File: src/rtl/signal_conflict_monitor_if.sv
// Light-code bus between the intersection controller and its conflict monitor.
// The controller drives the light codes and the acknowledge; the monitor reports fault status.
interface signal_conflict_monitor_if;
  logic [1:0] H;
  logic [1:0] C;
  logic       ack;
  logic       fault;
  logic [2:0] fault_code;
  logic       flash;
  logic [7:0] fault_count;

  modport master (output H, C, ack, input fault, fault_code, flash, fault_count);
  modport slave  (input H, C, ack, output fault, fault_code, flash, fault_count);
endinterface

File: src/rtl/signal_conflict_monitor.sv
// Independent watchdog on the highway/country light codes: latches the first rule
// violation as a sticky fault and drives a flashing-red output until acknowledged.
module signal_conflict_monitor #(
  parameter int MIN_YELLOW    = 3,
  parameter int MIN_RED_CLEAR = 2,
  parameter int FLASH_HALF    = 4,
  parameter int CNT_W         = 4
) (
  input  logic                      clock,
  input  logic                      clear_n,
  signal_conflict_monitor_if.slave  mon
);

  localparam logic [1:0] LC_R = 2'b00;
  localparam logic [1:0] LC_Y = 2'b01;
  localparam logic [1:0] LC_G = 2'b10;
  localparam logic [1:0] LC_X = 2'b11;
  localparam int TMR_W = (FLASH_HALF > 1) ? $clog2(FLASH_HALF) : 1;
  localparam logic [TMR_W-1:0] TMR_LAST = TMR_W'(FLASH_HALF - 1);
  localparam logic [CNT_W-1:0] MIN_Y  = CNT_W'(MIN_YELLOW);
  localparam logic [CNT_W-1:0] MIN_RC = CNT_W'(MIN_RED_CLEAR);

  function automatic logic [CNT_W-1:0] sat_inc(input logic [CNT_W-1:0] v);
    if (v == {CNT_W{1'b1}}) sat_inc = v;
    else                    sat_inc = v + CNT_W'(1);
  endfunction

  function automatic logic bad_step(input logic [1:0] p, input logic [1:0] n);
    return ((p == LC_G) && (n == LC_R)) || ((p == LC_R) && (n == LC_Y)) ||
           ((p == LC_Y) && (n == LC_G));
  endfunction

  logic [1:0]       prev_h_r, prev_c_r;
  logic [CNT_W-1:0] yel_h_r, yel_c_r, allred_r;
  logic             armed_r, fault_r, flash_r;
  logic [2:0]       code_r;
  logic [7:0]       count_r;
  logic [TMR_W-1:0] timer_r;

  logic             illegal_s, conflict_s, bad_step_s, short_y_s, early_g_s, viol_s;
  logic [2:0]       code_s;
  logic             fault_nxt_s, flash_nxt_s, armed_nxt_s;
  logic [2:0]       code_nxt_s;
  logic [7:0]       count_nxt_s;
  logic [TMR_W-1:0] timer_nxt_s;

  assign illegal_s  = (mon.H == LC_X) || (mon.C == LC_X);
  assign conflict_s = (mon.H != LC_R) && (mon.C != LC_R);
  assign bad_step_s = bad_step(prev_h_r, mon.H) || bad_step(prev_c_r, mon.C);
  assign short_y_s  = ((prev_h_r == LC_Y) && (mon.H == LC_R) && (yel_h_r < MIN_Y)) ||
                      ((prev_c_r == LC_Y) && (mon.C == LC_R) && (yel_c_r < MIN_Y));
  assign early_g_s  = (((prev_h_r == LC_R) && (mon.H == LC_G)) ||
                       ((prev_c_r == LC_R) && (mon.C == LC_G))) && (allred_r < MIN_RC);

  // Violation code of the current sample; lowest code wins, history checks need armed_r.
  always_comb begin
    code_s = 3'd0;
    if (illegal_s)                     code_s = 3'd1;
    else if (conflict_s)               code_s = 3'd2;
    else if (armed_r && bad_step_s)    code_s = 3'd3;
    else if (armed_r && short_y_s)     code_s = 3'd4;
    else if (armed_r && early_g_s)     code_s = 3'd5;
    else                               code_s = 3'd0;
  end

  assign viol_s = (code_s != 3'd0);

  // Fault latch, acknowledge and flash timer next-state.
  always_comb begin
    fault_nxt_s = fault_r;
    code_nxt_s  = code_r;
    count_nxt_s = count_r;
    flash_nxt_s = flash_r;
    timer_nxt_s = timer_r;
    armed_nxt_s = 1'b1;
    if (viol_s && (!fault_r || mon.ack)) begin
      fault_nxt_s = 1'b1;
      code_nxt_s  = code_s;
      count_nxt_s = (count_r == 8'hFF) ? count_r : count_r + 8'd1;
      flash_nxt_s = 1'b1;
      timer_nxt_s = {TMR_W{1'b0}};
    end else if (fault_r && mon.ack) begin
      fault_nxt_s = 1'b0;
      code_nxt_s  = 3'd0;
      flash_nxt_s = 1'b0;
      timer_nxt_s = {TMR_W{1'b0}};
      armed_nxt_s = 1'b0;
    end else if (fault_r) begin
      if (timer_r == TMR_LAST) begin
        timer_nxt_s = {TMR_W{1'b0}};
        flash_nxt_s = ~flash_r;
      end else begin
        timer_nxt_s = timer_r + TMR_W'(1);
      end
    end else begin
      flash_nxt_s = 1'b0;
      timer_nxt_s = {TMR_W{1'b0}};
    end
  end

  // History, run-length counters and fault state registers.
  always_ff @(posedge clock or negedge clear_n) begin
    if (!clear_n) begin
      prev_h_r <= LC_R;
      prev_c_r <= LC_R;
      yel_h_r  <= {CNT_W{1'b0}};
      yel_c_r  <= {CNT_W{1'b0}};
      allred_r <= {CNT_W{1'b0}};
      armed_r  <= 1'b0;
      fault_r  <= 1'b0;
      code_r   <= 3'd0;
      count_r  <= 8'd0;
      flash_r  <= 1'b0;
      timer_r  <= {TMR_W{1'b0}};
    end else begin
      prev_h_r <= mon.H;
      prev_c_r <= mon.C;
      yel_h_r  <= (mon.H == LC_Y) ? sat_inc(yel_h_r) : {CNT_W{1'b0}};
      yel_c_r  <= (mon.C == LC_Y) ? sat_inc(yel_c_r) : {CNT_W{1'b0}};
      allred_r <= ((mon.H == LC_R) && (mon.C == LC_R)) ? sat_inc(allred_r) : {CNT_W{1'b0}};
      armed_r  <= armed_nxt_s;
      fault_r  <= fault_nxt_s;
      code_r   <= code_nxt_s;
      count_r  <= count_nxt_s;
      flash_r  <= flash_nxt_s;
      timer_r  <= timer_nxt_s;
    end
  end

  assign mon.fault       = fault_r;
  assign mon.fault_code  = code_r;
  assign mon.flash       = flash_r;
  assign mon.fault_count = count_r;

endmodule

File: src/flat_wrapper.sv
// flat-port wrapper written by rule: the top's interface ports become plain ports
module signal_conflict_monitor_flat 
#(
  parameter int MIN_YELLOW    = 3,
  parameter int MIN_RED_CLEAR = 2,
  parameter int FLASH_HALF    = 4,
  parameter int CNT_W         = 4
)
  (clock, clear_n, mon_H, mon_C, mon_ack, mon_fault, mon_fault_code, mon_flash, mon_fault_count);
  signal_conflict_monitor_if mon_i ();
  input  logic clock;
  input  logic clear_n;
  input wire logic [$bits(mon_i.H)-1:0] mon_H;
  input wire logic [$bits(mon_i.C)-1:0] mon_C;
  input wire logic [$bits(mon_i.ack)-1:0] mon_ack;
  output wire logic [$bits(mon_i.fault)-1:0] mon_fault;
  output wire logic [$bits(mon_i.fault_code)-1:0] mon_fault_code;
  output wire logic [$bits(mon_i.flash)-1:0] mon_flash;
  output wire logic [$bits(mon_i.fault_count)-1:0] mon_fault_count;
  assign mon_i.H = mon_H;
  assign mon_i.C = mon_C;
  assign mon_i.ack = mon_ack;
  assign mon_fault = mon_i.fault;
  assign mon_fault_code = mon_i.fault_code;
  assign mon_flash = mon_i.flash;
  assign mon_fault_count = mon_i.fault_count;
  signal_conflict_monitor #(.MIN_YELLOW(MIN_YELLOW), .MIN_RED_CLEAR(MIN_RED_CLEAR), .FLASH_HALF(FLASH_HALF), .CNT_W(CNT_W)) u_core (.clock(clock), .clear_n(clear_n), .mon(mon_i));
endmodule
File: config.mk
export PLATFORM = sky130hd
export DESIGN_NAME = signal_conflict_monitor_flat
export DESIGN_NICKNAME = d
export VERILOG_FILES = /design/src/rtl/signal_conflict_monitor_if.sv /design/src/rtl/signal_conflict_monitor.sv /design/src/flat_wrapper.sv
export SDC_FILE = /design/constraint.sdc
export NUM_CORES = 1
export LEC_CHECK = 0
export CAP_MARGIN = 20
export CORE_MARGIN = 5
export CORE_UTILIZATION = 40
export CTS_CLUSTER_SIZE = 14
export DETAILED_ROUTE_END_ITERATION = 8
export GPL_TIMING_DRIVEN = 0
export PLACE_DENSITY_LB_ADDON = 0.2
export SLEW_MARGIN = 10
export SYNTH_ARGS = -nofsm -noshare
export SYNTH_HDL_FRONTEND = slang
export SYNTH_SLANG_ARGS = --single-unit
export TNS_END_PERCENT = 10
File: constraint.sdc
create_clock -name clock -period 1.8 [get_ports clock]
set_input_delay 0.36 -clock clock [delete_from_list [all_inputs] [get_ports clock]]
set_output_delay 0.36 -clock clock [all_outputs]
set_load 0.02 [all_outputs]
Word-level counts from Yosys, hierarchy flattened. Cells that the tools add are included.

Input port bits: 7. Word-level logic and storage cells: 104. Bits in registers: 32.

Add/subtract/negate cells: 5. Muxes and demuxes: 25. Reduce and logical (&&, ||, !) cells: 39. Bitwise logic cells: 2. Magnitude comparators: 3. Equality and inequality tests: 19.

Operators by type and width (number): 2-to-1 mux 4 bit (6); 2-to-1 mux 3 bit (7); logical AND 1 bit (20); equality test 2 bit (second input constant) (7); adder 4 x 1 -> 4 bit (second input constant) (3); equality test 4 bit (second input constant) (3); less-than comparator 4 x 2 -> 1 bit (second input constant) (3); logical OR 1 bit (9); adder 8 x 1 -> 8 bit (second input constant) (1); equality test 2 x 1 -> 1 bit (second input constant) (4); equality test 8 bit (second input constant) (1); logical NOT 2 bit (4); 2-to-1 mux 1 bit (8); 2-to-1 mux 2 bit (4); inequality test 2 bit (second input constant) (3); nonzero test 2 bit (3); inequality test 4 bit (second input constant) (1); nonzero test 3 bit (1); adder 2 x 1 -> 2 bit (second input constant) (1); NOT 1 bit (2); AND reduction 2 bit (1); logical NOT 1 bit (1).

Longest topological paths before layout. Gate-level depths: netlist (run 1).

Depth in word-level cells: 13. Gate-level depth with buffers: 7. Gate-level depth less buffers: 7.

Worst setup path after synthesis (run 1). No wires, ideal clock.

Kind: register to register. Start: register u_core.yel_h_r[0]. End: register u_core.count_r[1], in the netlist u_core.mon.fault_count[1]. Path slack: -136 ps. Period minus slack after synthesis: 1936 ps. Cell stages (with the launch flop): 8. Arrival: 1811 ps. Setup time: 125 ps. Path through: dfrtp_1 > ha_1 > or2_1 > nor4_2 > o21ai_1 > nand4_4 > nand3_2 > mux2_4.

Longest elaborated chain between the ends: 11.

RTL lines: start, declared (line signal_conflict_monitor.sv:34) `logic [CNT_W-1:0] yel_h_r, yel_c_r, allred_r;`; start signal, assigned (line signal_conflict_monitor.sv:106) `yel_h_r <= {CNT_W{1'b0}};`; start signal, assigned (line signal_conflict_monitor.sv:118) `yel_h_r <= (mon.H == LC_Y) ? sat_inc(yel_h_r) : {CNT_W{1'b0}};`; less-than comparator 4 x 2 -> 1 bit (line signal_conflict_monitor.sv:50) `assign short_y_s = ((prev_h_r == LC_Y) && (mon.H == LC_R) && (yel_h_r < MIN_Y)) ||`; logical AND 1 bit (line signal_conflict_monitor.sv:50); logical OR 1 bit (line signal_conflict_monitor.sv:50); logical AND 1 bit (line signal_conflict_monitor.sv:61) `else if (armed_r && short_y_s) code_s = 3'd4;`; 2-to-1 mux 3 bit (line signal_conflict_monitor.sv:61); 2-to-1 mux 3 bit (line signal_conflict_monitor.sv:60) `else if (armed_r && bad_step_s) code_s = 3'd3;`; 2-to-1 mux 3 bit (line signal_conflict_monitor.sv:59) `else if (conflict_s) code_s = 3'd2;`; 2-to-1 mux 3 bit (line signal_conflict_monitor.sv:58) `if (illegal_s) code_s = 3'd1;`; nonzero test 3 bit (line signal_conflict_monitor.sv:66) `assign viol_s = (code_s != 3'd0);`; logical AND 1 bit (line signal_conflict_monitor.sv:76) `if (viol_s && (!fault_r || mon.ack)) begin`; AND reduction 2 bit (no line); end signal, assigned (line signal_conflict_monitor.sv:124) `count_r <= count_nxt_s;`; end, declared (line signal_conflict_monitor.sv:37) `logic [7:0] count_r;`.

Every way passes these cells. A chain may end at the register's enable or synchronous reset.

Worst setup path after layout (run 1).
Start: register u_core.prev_h_r[1]. End: register u_core.count_r[1], in the netlist u_core.mon.fault_count[1].

Longest elaborated chain between the ends: 13.

RTL lines: start, declared (line signal_conflict_monitor.sv:33) `logic [1:0] prev_h_r, prev_c_r;`; start signal, assigned (line signal_conflict_monitor.sv:116) `prev_h_r <= mon.H;`; logical NOT 2 bit (line signal_conflict_monitor.sv:29, signal_conflict_monitor.sv:52); logical AND 1 bit (line signal_conflict_monitor.sv:52) `assign early_g_s = (((prev_h_r == LC_R) && (mon.H == LC_G)) ||`; logical OR 1 bit (line signal_conflict_monitor.sv:52); logical AND 1 bit (line signal_conflict_monitor.sv:53) `((prev_c_r == LC_R) && (mon.C == LC_G))) && (allred_r < MIN_RC);`; logical AND 1 bit (line signal_conflict_monitor.sv:62) `else if (armed_r && early_g_s) code_s = 3'd5;`; 2-to-1 mux 3 bit (line signal_conflict_monitor.sv:62); 2-to-1 mux 3 bit (line signal_conflict_monitor.sv:61); 2-to-1 mux 3 bit (*) (line signal_conflict_monitor.sv:60); 2-to-1 mux 3 bit (*) (line signal_conflict_monitor.sv:59); 2-to-1 mux 3 bit (*) (line signal_conflict_monitor.sv:58); nonzero test 3 bit (*) (line signal_conflict_monitor.sv:66); logical AND 1 bit (*) (line signal_conflict_monitor.sv:76); AND reduction 2 bit (no line) (*).

Every way passes the cells marked *; elsewhere a longest branch is shown, timed or not.

==> results of run 1 <==
-- kinds of logic after synthesis --
logic type	count (synthesis)	synth area share
AND/OR/NAND/NOR	79	0.271
flip-flops	32	0.469
AO/OA/AOI/OAI	24	0.114
XOR/XNOR	12	0.0615
buffers and inverters	5	0.0161
multiplexers	5	0.0322
adder cells (fa/ha/maj)	5	0.0366
-- per-stage QoR --
stage / std cells / utilization
2_1_floorplan: 162 / -
3_3_place_gp: 231 / 0.487
3_5_place_dp: 231 / 0.485
4_1_cts: 252 / 0.545
5_1_grt: 257 / 0.566
6_report: 257 / 0.566
-- worst max path at each step --
| stage | start | endpoint | slack (ns) | cells after the start |
|---|---|---|---|---|
| floorplan | u_core.yel_h_r[0]$_DFFE_PN0P_ | u_core.mon.fault_count[1]$_DFFE_PN0P_ | 0.002 | 7 |
| global placement | mon_C[0] | u_core.mon.fault_count[1]$_DFFE_PN0P_ | -0.68 | 7 |
| detailed placement | mon_H[1] | u_core.mon.fault_count[1]$_DFFE_PN0P_ | -0.71 | 8 |
| CTS | u_core.yel_h_r[1]$_DFFE_PN0P_ | u_core.mon.fault_count[1]$_DFFE_PN0P_ | -0.06 | 7 |
| global route | u_core.prev_h_r[1]$_DFF_PN0_ | u_core.mon.fault_count[1]$_DFFE_PN0P_ | -0.15 | 6 |
| finish | u_core.prev_h_r[1]$_DFF_PN0_ | u_core.mon.fault_count[1]$_DFFE_PN0P_ | -0.11 | 6 |
-- power groups by stage --
stage	Clock (mW)	Combinational [mW]	Sequential, mW
6_report	0.556	0.716	0.947
5_1_grt	0.601	0.779	0.965
4_1_cts	0.576	0.691	0.946
3_5_place_dp	0	0.649	0.957
3_3_place_gp	0	0.642	0.951
2_1_floorplan	0	0.277	1.05
-- layout by cell type (no fill, tap or decap), drive strengths merged, types with 2 or more instances in the layout --
master         Yosys  routed
clkbuf             0       8
mux2i              4       4
clkdlybuf4s50      0      14
a21oi              4       4
o21ai              7       7
nor4b              2       2
nand2b             4       4
nand2             10      10
nor3              10      10
a22oi              2       2
dlygate4sd2        0       3
inv                3       3
dfrtp             32      32
ha                 5       5
nor3b              4       4
a31oi              4       4
nor2              21      21
or2b               2       2
nand3             13      13
nand4              4       4
or2                2       2
buf                2      21
xnor2             11      11
-- sequential cells by signal, summed over array words and instances, names as in the netlist --
register and count:
u_core.timer_r 2, u_core.mon.fault_count 8, u_core.prev_h_r 2, u_core.yel_h_r 4, u_core.prev_c_r 2, u_core.allred_r 4
u_core.mon.flash 1, u_core.armed_r 1, u_core.mon.fault_code 3, u_core.yel_c_r 4, u_core.mon.fault 1
-- routing by layer --
layer / up-vias / share of wire
li1: 667 / -
met5: - / 0
met1: 664 / 0.45
met3: 5 / 0.028
met2: 15 / 0.51
met4: 0 / 0.011
-- area by class of cell --
| type | count | area (sq um) | share of cell area |
|---|---|---|---|
| Timing Repair Buffer | 37 | 322 | 0.140 |
| Tap cell | 50 | 62.6 | 0.0272 |
| Inverter | 3 | 11.3 | 0.00490 |
| Sequential cell | 32 | 801 | 0.349 |
| Buffer | 2 | 22.5 | 0.00981 |
| Clock buffer | 8 | 90.1 | 0.0392 |
| Multi-Input combinational cell | 125 | 987 | 0.430 |
-- worst max-delay path, cell delays in order (launching register included) --
cell	delay (ns)
dfrtp_1	0.40
or3b_4	0.25
a21oi_4	0.06
o41ai_4	0.48
nand4_4	0.18
nand3_4	0.11
mux2_4	0.30
-- repair_timing --
item | in CTS | in global routing
buffers inserted | 13 | 5
pin swaps | 7 | 5
gates resized for setup | 16 | 7
endpoints found under the setup margin | 15 | 14
==> flow_summary.toml, run 1 <==
[routing]
drt_pass1_iterations = 4
ant_nets = 0
drc = 0
wire_per_inst_um = 15.0
viasPerCell = 5.26
drt_iter0_markers = 31
vias = 1351
wl_mm = 3.85

[clock_tree]
cts_sinks = 32
h-tree-depth = 2
cts_buffers = 5
cts_root_buf = "clkbuf_8"
cts_tree = "built"
clock_latency_ns = 0.28
clockBufferDepth = 2
clk_pin_slew_ns = 0.06
ctsHoldBuffers = 0

[layout]
final_nets = 218
drive_gt1_frac = 0.275
fillCellCount = 362
area_growth_syn_to_layout_pct = 34.3
antenna_cells = 0
design_area_sq_um = 2300

[flow_run]
drv_cap = 0

[pwr]
power.total_mw = 2.22
ir_worst_vdd_v = 0.000503
power_density_nw_per_um2 = 966
power_frac_comb = 0.322
p_seq_frac = 0.427
leakage_nw = 0.956
power.switching_uw = 709
clock_power_share = 0.251
switching_share = 0.320
internal_power_mw = 1.51

[grt]
grt_use_total = 0.145
grt_overflow_total = 0
grt_pass1_wl_mm = 6.27
first_global_vias = 1394
top_usage_layer = "met2"
antenna_found_initial = 0
met1_usage = 0.170
grt_start_max_net_pins = 33
grtUsageMet3 = 0.0422
use_met2 = 0.254

[synth]
syn-cell-area_sq_um = 1710
async_flop_share = 1.00
synth_common_cells = "32 x dfrtp_1, 20 x nor2_1, 12 x nand3_1"
yosys_warnings = 0
yosysSeqAreaShare = 0.469
syn_avg_cell_area_sq_um = 10.6
synth-main-ff-cell = "dfrtp_1"
synthCells = 162
yosysTopAreaCellShare = 0.469
synth.area.top_cells = "dfrtp_1 47%, xnor2_1 5.6%, nor2_1 4.4%"
synth_edf_count = 0
synth_nets = 174
yosys.area.top_type = "dfrtp_1"
synth-seq-cells = 32
synth.distinct_cells = 48
yosys.cell_count.top_type = "dfrtp_1"

[die]
design.core.area_sq_um = 4060
fp.dieArea_sq_um = 5680
start_util = 0.421
rows = 23
die_h_um = 75.4
die_w_um = 75.4
io_pins = 20

[critical_path]
cp-end-kind = "flip-flop"
crit_fanout = 4
reg2reg_setup_slack_ns = -0.11
arrival_ns = 2.07
r2r_start = "u_core.prev_h_r[1]$_DFF_PN0_"
rr_worst_depth = 6
path_class = "flip-flop to flip-flop"
cp.required_ns = 1.97
worstSetupStartpointType = "flip-flop"
rr_endpoint = "u_core.mon.fault_count[1]$_DFFE_PN0P_"

[timing]
finClkSkew_ns = 0.00460
setup_slack_ns = -0.108
fmax_mhz = 524
worstMarginPinSlew_ns = 0.715
relSlewSlack = 0.523
finalHoldViolations = 0
setup_viol = 11
fin_crit_ns = 1.91
drv_slew = 0
whs_ns = 0.128
rsz0062_at_grt = "yes"
post-route-period-util = 1.06
fin_setup_tns_ns = -0.744

[placement]
dp_slack_ns = -0.712
gp_congestion = 0.816
dp_hpwl_mm = 2.58
dpl_cell_area_sq_um = 1970
numPortBuffers = 19

[worst_hold_path]
hp-class = "input pin to async pin"

[status]
violations = "negative setup slack"
status = "finished with violations"
Power figures use the tool's default switching activity.
==> run 2: changes to the inputs <==
- GPL_TIMING_DRIVEN: 0 -> default
==> flow_summary.toml, run 2 (same netlist as run 1, synthesis figures left out) <==
[timing]
finalHoldViolations = 0
setup_viol = 0
worstMarginPinSlew_ns = 0.406
fin_crit_ns = 1.78
fmax_mhz = 560
post-route-period-util = 0.991
fin_setup_tns_ns = 0
drv_slew = 0
finClkSkew_ns = 0.00240
relSlewSlack = 0.729
rsz0062_at_grt = "yes"

[critical_path]
reg2reg_setup_slack_ns = 0.02
critPathLaunch = "u_core.prev_h_r[0]$_DFF_PN0_"
rr_endpoint = "u_core.mon.fault_count[5]$_DFFE_PN0P_"
slowest_stage = "dfrtp_1"
crit_path_max_incr_delay_ns = 0.40
cp-end-kind = "flip-flop"
crit_fanout = 4
r2r_start = "u_core.prev_h_r[0]$_DFF_PN0_"
rr_worst_depth = 7
arrival_ns = 2.00
cp.required_ns = 2.01
path_class = "flip-flop to flip-flop"
worstSetupStartpointType = "flip-flop"
path_cells = "or3b_4 -> a21oi_4 -> o41ai_4 -> buf_4 -> and4_4 -> nor3_2 -> xor2_1"

[die]
die_w_um = 75.4
design.core.area_sq_um = 4060
rows = 23
die_h_um = 75.4
io_pins = 20
fp.dieArea_sq_um = 5680
start_util = 0.421

[grt]
grt_use_total = 0.164
grtUsageMet3 = 0.0435
grt_start_max_net_pins = 33
antenna_found_initial = 0
use_met2 = 0.269
first_global_vias = 1505
grt_pass1_wl_mm = 7.04
grt_overflow_total = 0
met1_usage = 0.209
top_usage_layer = "met2"

[clock_tree]
cts_sinks = 32
clockBufferDepth = 2
cts_tree = "built"
clk_pin_slew_ns = 0.07
cts_root_buf = "clkbuf_8"
cts_buffers = 5
clock_latency_ns = 0.28
h-tree-depth = 2

[routing]
vias = 1422
viasPerCell = 5.23
drc = 0
drt_pass1_iterations = 4
wire_per_inst_um = 14.6
drt_iter0_markers = 39
wl_mm = 3.98
ant_nets = 0

[layout]
fillCellCount = 351
final_nets = 233
area_growth_syn_to_layout_pct = 39.6
multi_input_area_sq_um = 931
largest_register_ffs = 8
mostFrequentLayoutCells = "34 x buf_4, 32 x dfrtp_1, 19 x nor2_1, 14 x clkdlybuf4s50_1, 12 x nand3_1"
layout_commonest_cell = "buf_4"
drive_gt1_frac = 0.302
antenna_cells = 0
seq_area_sq_um = 801

[placement]
dp_hpwl_mm = 2.97
numPortBuffers = 19
gp_congestion = 0.870

[worst_hold_path]
hold_end = "u_core.prev_h_r[1]$_DFF_PN0_"
hp-start = "mon_H[1]"
hp-class = "input pin to flip-flop"
hold_depth = 1

[pwr]
power.total_mw = 2.42
ir_worst_vdd_v = 0.000684
leakage_nw = 1.04
power_density_nw_per_um2 = 1020

[flow_run]
drv_cap = 0

[status]
status = "complete, no violations"
## run 2: per-layer routing
layer  routed length [um]  part of all wire  vias up
met3                  160             0.040        6
met4                   51             0.013        0
met1                 1750              0.44      688
met2                 2020              0.51       25
li1                     -                 -      703
met5                    0                 0        -
## run 2: repair_timing
action                                  CTS  global route
hold buffers                              0             0
resized for setup                         8             5
setup buffers                             1             0
gates cloned                              0             0
pin swaps                                 3             3
endpoints found under the setup margin   13            11
## run 2: worst max-delay path: cells and delay by family (launching register included)
kind,cells,cell delay (ns)
XOR/XNOR,1,0.15
flip-flops,1,0.40
AND/OR/NAND/NOR,3,0.77
AO/OA/AOI/OAI,2,0.22
buffers and inverters,1,0.17
## run 2: power by group
part,switching (mW),internal [mW]
clock,0.267,0.488
sequential,0.118,0.828
combinational,0.348,0.376
## run 2: worst max path at each step
stage                                                       end  slack [ns]  cells after the start
after floorplan           u_core.mon.fault_count[1]$_DFFE_PN0P_       0.002                      7
after global placement    u_core.mon.fault_count[5]$_DFFE_PN0P_       -0.46                      8
after detailed placement  u_core.mon.fault_count[1]$_DFFE_PN0P_       -0.49                      8
after CTS                                             mon_fault       0.002                      1
after global routing      u_core.mon.fault_count[5]$_DFFE_PN0P_       -0.09                      7
final                     u_core.mon.fault_count[5]$_DFFE_PN0P_        0.02                      7
## run 2: metrics by stage
step                      utilization  instances  hold slack [ns]  worst slack [ns]  cell area, sq um
after floorplan                     -        162           0.0644           0.00239              1720
after global placement          0.544        263            0.425            -0.457              2210
after detailed placement        0.544        263            0.431            -0.488              2210
after CTS                       0.582        272            0.396           0.00214              2360
after global routing            0.588        272            0.408           -0.0880              2390
final                           0.588        272            0.398            0.0156              2390
## run 2: area by class of cell
| class | count | share of cell area |
|---|---|---|
| Sequential cell | 32 | 0.336 |
| Clock inverter | 1 | 0.0126 |
| Tap cell | 50 | 0.0262 |
| Multi-Input combinational cell | 125 | 0.390 |
| Inverter | 3 | 0.00472 |
| Timing Repair Buffer | 54 | 0.190 |
| Clock buffer | 7 | 0.0404 |
